===== config.mk =====
export PLATFORM = sky130hd
export DESIGN_NAME = control_sequencer_flat
export DESIGN_NICKNAME = d
export VERILOG_FILES = /design/src/rtl/control_sequencer_if.sv /design/src/rtl/control_sequencer.sv /design/src/flat_wrapper.sv
export SDC_FILE = /design/constraint.sdc
export NUM_CORES = 1
export LEC_CHECK = 0
export ABC_AREA = 0
export BUFFER_PORTS_ARGS = -buffer_cell sky130_fd_sc_hd__buf_2
export CAP_MARGIN = 20
export CELL_PAD_IN_SITES_DETAIL_PLACEMENT = 2
export CELL_PAD_IN_SITES_GLOBAL_PLACEMENT = 2
export CORE_MARGIN = 4
export CORE_UTILIZATION = 22
export CTS_BUF_LIST = sky130_fd_sc_hd__clkbuf_16
export DETAILED_ROUTE_END_ITERATION = 6
export GPL_TIMING_DRIVEN = 0
export PLACE_DENSITY_LB_ADDON = 0.1
export SYNTH_ARGS = -nofsm -noshare
export SYNTH_HDL_FRONTEND = slang
export SYNTH_SLANG_ARGS = --single-unit

===== constraint.sdc =====
create_clock -name clock -period 3.38 [get_ports clock]
set_input_delay 0.169 -clock clock [delete_from_list [all_inputs] [get_ports clock]]
set_output_delay 0.169 -clock clock [all_outputs]
set_load 0.01 [all_outputs]

===== src/rtl/control_sequencer_if.sv =====
// Bus-control bundle between the control sequencer and the CPU datapath.
// The sequencer uses the master side; the datapath (or a bench) uses the slave side.
interface control_sequencer_if;
  logic [3:0] instruction;
  logic       pc_inc;
  logic       pc_out;
  logic       pc_in;
  logic       mar_in;
  logic       ram_out;
  logic       ram_in;
  logic       ir_in;
  logic       ir_out;
  logic       a_in;
  logic       a_out;
  logic       b_in;
  logic       alu_out;
  logic       alu_sub;
  logic       out_in;
  logic       halt;
  logic [2:0] t_state;

  modport master (
    input  instruction,
    output pc_inc, pc_out, pc_in, mar_in, ram_out, ram_in, ir_in, ir_out,
           a_in, a_out, b_in, alu_out, alu_sub, out_in, halt, t_state
  );

  modport slave (
    output instruction,
    input  pc_inc, pc_out, pc_in, mar_in, ram_out, ram_in, ir_in, ir_out,
           a_in, a_out, b_in, alu_out, alu_sub, out_in, halt, t_state
  );
endinterface


===== src/rtl/control_sequencer.sv =====
// T-state control sequencer for the 8-bit bus CPU: fetch, decode, execute, halt.
// Strobes are decoded combinationally from the current T-state and opcode.
module control_sequencer (
  input  logic                clock,
  input  logic                clear,
  control_sequencer_if.master bus
);
  typedef enum logic [2:0] {
    T1   = 3'd0,
    T2   = 3'd1,
    T3   = 3'd2,
    T4   = 3'd3,
    T5   = 3'd4,
    HALT = 3'd7
  } state_t;

  localparam logic [3:0] OP_LDA = 4'b0000;
  localparam logic [3:0] OP_ADD = 4'b0001;
  localparam logic [3:0] OP_SUB = 4'b0010;
  localparam logic [3:0] OP_STA = 4'b0011;
  localparam logic [3:0] OP_LDI = 4'b0100;
  localparam logic [3:0] OP_JMP = 4'b0101;
  localparam logic [3:0] OP_OUT = 4'b1110;
  localparam logic [3:0] OP_HLT = 4'b1111;

  state_t state;
  state_t state_next;

  logic pc_inc_c, pc_out_c, pc_in_c, mar_in_c, ram_out_c, ram_in_c;
  logic ir_in_c, ir_out_c, a_in_c, a_out_c, b_in_c;
  logic alu_out_c, alu_sub_c, out_in_c, halt_c;

  always_ff @(posedge clock or negedge clear) begin
    if (!clear) state <= T1;
    else        state <= state_next;
  end

  // Microprogram: next state and strobes for the current T-state/opcode.
  always_comb begin
    state_next = T1;
    pc_inc_c   = 1'b0;
    pc_out_c   = 1'b0;
    pc_in_c    = 1'b0;
    mar_in_c   = 1'b0;
    ram_out_c  = 1'b0;
    ram_in_c   = 1'b0;
    ir_in_c    = 1'b0;
    ir_out_c   = 1'b0;
    a_in_c     = 1'b0;
    a_out_c    = 1'b0;
    b_in_c     = 1'b0;
    alu_out_c  = 1'b0;
    alu_sub_c  = 1'b0;
    out_in_c   = 1'b0;
    halt_c     = 1'b0;

    case (state)
      T1: begin
        pc_out_c   = 1'b1;
        mar_in_c   = 1'b1;
        state_next = T2;
      end
      T2: begin
        ram_out_c  = 1'b1;
        ir_in_c    = 1'b1;
        pc_inc_c   = 1'b1;
        state_next = T3;
      end
      T3: begin
        case (bus.instruction)
          OP_LDA, OP_ADD, OP_SUB, OP_STA: begin
            ir_out_c   = 1'b1;
            mar_in_c   = 1'b1;
            state_next = T4;
          end
          OP_LDI: begin
            ir_out_c = 1'b1;
            a_in_c   = 1'b1;
          end
          OP_JMP: begin
            ir_out_c = 1'b1;
            pc_in_c  = 1'b1;
          end
          OP_OUT: begin
            a_out_c  = 1'b1;
            out_in_c = 1'b1;
          end
          OP_HLT:  state_next = HALT;
          default: state_next = T1;
        endcase
      end
      T4: begin
        case (bus.instruction)
          OP_LDA: begin
            ram_out_c = 1'b1;
            a_in_c    = 1'b1;
          end
          OP_ADD, OP_SUB: begin
            ram_out_c  = 1'b1;
            b_in_c     = 1'b1;
            state_next = T5;
          end
          OP_STA: begin
            a_out_c  = 1'b1;
            ram_in_c = 1'b1;
          end
          default: state_next = T1;
        endcase
      end
      T5: begin
        if (bus.instruction == OP_ADD || bus.instruction == OP_SUB) begin
          alu_out_c = 1'b1;
          a_in_c    = 1'b1;
          alu_sub_c = (bus.instruction == OP_SUB);
        end
      end
      HALT: begin
        halt_c     = 1'b1;
        state_next = HALT;
      end
      default: state_next = T1;
    endcase
  end

  // Strobes are masked while clear is low so nothing leaks during reset.
  assign bus.pc_inc  = pc_inc_c  & clear;
  assign bus.pc_out  = pc_out_c  & clear;
  assign bus.pc_in   = pc_in_c   & clear;
  assign bus.mar_in  = mar_in_c  & clear;
  assign bus.ram_out = ram_out_c & clear;
  assign bus.ram_in  = ram_in_c  & clear;
  assign bus.ir_in   = ir_in_c   & clear;
  assign bus.ir_out  = ir_out_c  & clear;
  assign bus.a_in    = a_in_c    & clear;
  assign bus.a_out   = a_out_c   & clear;
  assign bus.b_in    = b_in_c    & clear;
  assign bus.alu_out = alu_out_c & clear;
  assign bus.alu_sub = alu_sub_c & clear;
  assign bus.out_in  = out_in_c  & clear;
  assign bus.halt    = halt_c    & clear;
  assign bus.t_state = 3'(state);
endmodule


===== src/flat_wrapper.sv =====
// flat-port wrapper written by rule: the top's interface ports become plain ports
module control_sequencer_flat 
  (clock, clear, bus_instruction, bus_pc_inc, bus_pc_out, bus_pc_in, bus_mar_in, bus_ram_out, bus_ram_in, bus_ir_in, bus_ir_out, bus_a_in, bus_a_out, bus_b_in, bus_alu_out, bus_alu_sub, bus_out_in, bus_halt, bus_t_state);
  control_sequencer_if bus_i ();
  input  logic clock;
  input  logic clear;
  input wire logic [$bits(bus_i.instruction)-1:0] bus_instruction;
  output wire logic [$bits(bus_i.pc_inc)-1:0] bus_pc_inc;
  output wire logic [$bits(bus_i.pc_out)-1:0] bus_pc_out;
  output wire logic [$bits(bus_i.pc_in)-1:0] bus_pc_in;
  output wire logic [$bits(bus_i.mar_in)-1:0] bus_mar_in;
  output wire logic [$bits(bus_i.ram_out)-1:0] bus_ram_out;
  output wire logic [$bits(bus_i.ram_in)-1:0] bus_ram_in;
  output wire logic [$bits(bus_i.ir_in)-1:0] bus_ir_in;
  output wire logic [$bits(bus_i.ir_out)-1:0] bus_ir_out;
  output wire logic [$bits(bus_i.a_in)-1:0] bus_a_in;
  output wire logic [$bits(bus_i.a_out)-1:0] bus_a_out;
  output wire logic [$bits(bus_i.b_in)-1:0] bus_b_in;
  output wire logic [$bits(bus_i.alu_out)-1:0] bus_alu_out;
  output wire logic [$bits(bus_i.alu_sub)-1:0] bus_alu_sub;
  output wire logic [$bits(bus_i.out_in)-1:0] bus_out_in;
  output wire logic [$bits(bus_i.halt)-1:0] bus_halt;
  output wire logic [$bits(bus_i.t_state)-1:0] bus_t_state;
  assign bus_i.instruction = bus_instruction;
  assign bus_pc_inc = bus_i.pc_inc;
  assign bus_pc_out = bus_i.pc_out;
  assign bus_pc_in = bus_i.pc_in;
  assign bus_mar_in = bus_i.mar_in;
  assign bus_ram_out = bus_i.ram_out;
  assign bus_ram_in = bus_i.ram_in;
  assign bus_ir_in = bus_i.ir_in;
  assign bus_ir_out = bus_i.ir_out;
  assign bus_a_in = bus_i.a_in;
  assign bus_a_out = bus_i.a_out;
  assign bus_b_in = bus_i.b_in;
  assign bus_alu_out = bus_i.alu_out;
  assign bus_alu_sub = bus_i.alu_sub;
  assign bus_out_in = bus_i.out_in;
  assign bus_halt = bus_i.halt;
  assign bus_t_state = bus_i.t_state;
  control_sequencer u_core (.clock(clock), .clear(clear), .bus(bus_i));
endmodule

==> run_results.csv <==
group,metric,value,unit
place,port_buffers,20,
yosys,ys_seq_area_share,17.4,%
yosys,yosys.area_share.adder,0,%
power,power_per_cell_area,726,nW/um^2
critical_path,path_max_fanout,10,
yosys,synth_top_family_by_area,"simple AND/OR/NAND/NOR gates",
power,swShare,39.2,%
yosys,synth.net_count,70,
yosys,synth-edff-count,0,
floorplan,fp.dieW,52.2,um
floorplan,row_count,15,
yosys,synth-simple-area-share,49.1,%
yosys,yosysWarnings,0,
power,power,473,uW
power,p_sw,185,uW
critical_path,crit_required,3.21,ns
route,drc,0,
route,drt-pass1-iter-count,4,
cts,clock_latency,0.23,ns
cts,cts-buffers-inserted,3,
yosys,yosys_register_bits,3,
power,p_int,287,uW
route,viasPerCell,5.11,
critical_path,path_class,"reg2out",
worst_hold_path,hold_class,"in2async",
yosys,synthArstFlopShare,100,%
floorplan,die_area,2730,um^2
critical_path,endpoint_kind,"output port",
floorplan,boundaryPins,24,
critical_path,crit_chain,"clkbuf_1, nand2_1, or4_1, a21boi_1, buf_2",
floorplan,die_h,52.2,um
timing,maxSlewViolCount,0,
yosys,muxShareOfSynthArea,0,%
timing,rsz0062_at_grt,"no",
timing,layout_setup_ws,1.37,ns
cells_and_area,drive_gt1_share,30.3,%
timing,setup_viol,0,
timing,max_slew_margin,70.5,%
cells_and_area,largest_register_ffs,3,
global_route,grt_usage,15.0,%
route,vias,583,
yosys,synth_ff_type,"dfrtp_1",
timing,finalCriticalPeriod,2.01,ns
cells_and_area,diodes,0,
power,seqPwrFrac,12.5,%
timing,tightestPinTransition,0.443,ns
cts,cts_tree,"built",
power,p_leak,0.000322,uW
yosys,netlist_area,430,um^2
cells_and_area,fin_cells,114,
cts,clock-root-buffer,"clkbuf_16",
timing,skew,0.00104,ns
yosys,synth_cell_types,28,
place,place_congestion,0.738,
cells_and_area,fillerInstances,225,
place,hpwlAfterDp,1260,um
global_route,first_global_vias,603,
floorplan,core_area,1780,um^2
cts,clockBufferDepth,2,
yosys,synth-xor-area-share,4.07,%
power,p_clk_share,40.1,%
flow_run,drv_cap,0,
timing,tns,0,ns
yosys,syn_area_per_cell,6.73,um^2
critical_path,crit_path_top_delay_cell,"or4_1",
yosys,synthCells,64,
outcome,outcome,"complete, no violations",
place,pre_cts_ws,1.60,ns
cells_and_area,final_util,36.5,%
global_route,grt_max_degree,11,
yosys,synth-compound-area-share,19.5,%
cts,numClockSinks,3,
floorplan,initial_utilization,24.1,%
global_route,overflow,0,
critical_path,critical_path_buf_inv_count,2,
critical_path,ff2ff_setup_slack,2.08,ns
critical_path,arrival,1.84,ns
timing,hold_viol,0,
cts,clkTransAtPathRegs,0.03,ns
timing,clock.fmax,498,MHz
route,ant_nets,0,
global_route,grt_pass1_wl,3040,um
place,dp_cells,109,
route,finalWirelength,1780,um
route,drtIter0Drc,4,
cells_and_area,syn2layout_area_growth,51.2,%
power,vdd_drop_max,0.419,mV
critical_path,crit_path_max_incr_delay,0.44,ns
route,wl_per_cell,15.6,um
cts,cts_setup_buffers,0,
global_route,antenna_found_initial,0,
cells_and_area,fin_nets,96,
power,combPwrFrac,47.4,%
timing,fin_crit_sh,59.4,%
critical_path,cp_top_family,"simple AND/OR/NAND/NOR gates",
cts,cts_max_level,1,
critical_path,startpoint_type,"flop",
[timing repair]
action / 4_1_cts / 5_1_grt
hold buffers: 1 / 0
resized for setup: 0 / 0
endpoints found under the hold margin: 3 / 0
[cell usage after synthesis, drive strengths merged, types with 2 or more instances]
cell type  number  area, um^2
and3            2        12.5
and2            2        12.5
dfrtp           3        75.1
nor4b           3        26.3
nor2           10        37.5
a31oi           2        12.5
nand2           7        26.3
nand3           3        15.0
clkbuf          4        15.0
o21ai           3        15.0
or4             2        15.0
o22ai           2        12.5
nand2b          4        25.0
xnor2           2        17.5
buf             3        23.8
a21oi           2        10.0
[layout by cell type, fill, tap and decap left out]
master         instances
buf_2                 21
nor2_1                10
nand2_1                7
clkbuf_1               4
nand2b_1               4
o21ai_0                3
nand3_1                3
nor4b_1                3
clkbuf_16              3
dfrtp_1                3
and2_1                 2
a21oi_1                2
inv_1                  2
a31oi_1                2
o22ai_1                2
xnor2_1                2
or4_1                  2
and3_1                 2
buf_6                  1
or2_4                  1
or2b_1                 1
o31ai_1                1
and4b_1                1
nor4_1                 1
a2111oi_0              1
a21boi_1               1
and4_1                 1
o211a_1                1
buf_4                  1
dlygate4sd3_1          1
[area by class of cell]
type	count	area, um^2	share of cell area, %
Multi-Input combinational cell	53	313	48.1
Timing Repair Buffer	21	110	16.9
Tap cell	25	31.3	4.81
Clock buffer	3	75.1	11.5
Sequential cell	3	75.1	11.5
Inverter	1	3.75	0.577
Clock inverter	1	3.75	0.577
Buffer	7	38.8	5.96
[logic make-up (layout without fill, tap and decap cells)]
logic type | after synthesis | after routing
AND/OR/NAND/NOR | 38 | 38
AO/OA/AOI/OAI | 13 | 13
flip-flops | 3 | 3
buffers and inverters | 8 | 33
XOR/XNOR | 2 | 2
[power by group through the flow]
stage | sequential (uW) | combinational [uW] | clock [uW]
floorplan | 64.2 | 140 | 0
global placement | 58.3 | 216 | 0
detailed placement | 58.9 | 220 | 0
CTS | 59.1 | 229 | 190
global route | 61.8 | 252 | 194
finish | 59.0 | 224 | 190
[stage by stage]
step                hold WS [ns]  area [um^2]
floorplan                 -0.127          430
global placement         0.00905          562
detailed placement       0.00996          562
CTS                        0.306          651
global route               0.326          651
finish                     0.299          651
[per-layer routing]
metal	track usage, %	share of wire [%]	up-vias
met5	0	0	-
met4	5.11	1.6	0
li1	-	-	277
met2	25.3	48	20
met3	2.28	5.9	4
met1	19.2	44	282
[path summary, 6_finish.rpt]
check                                       from  cells past startpoint                     to
max                        u_core.bus.t_state[1]                      5              bus_a_out
max reg2reg                u_core.bus.t_state[0]                      4  u_core.bus.t_state[2]
min                                        clear                      2  u_core.bus.t_state[0]
max in group asynchronous                  clear                      2  u_core.bus.t_state[1]
min reg2reg                u_core.bus.t_state[2]                      3  u_core.bus.t_state[0]
min in group clock            bus_instruction[0]                      3  u_core.bus.t_state[2]
Power figures use the tool's default switching activity.
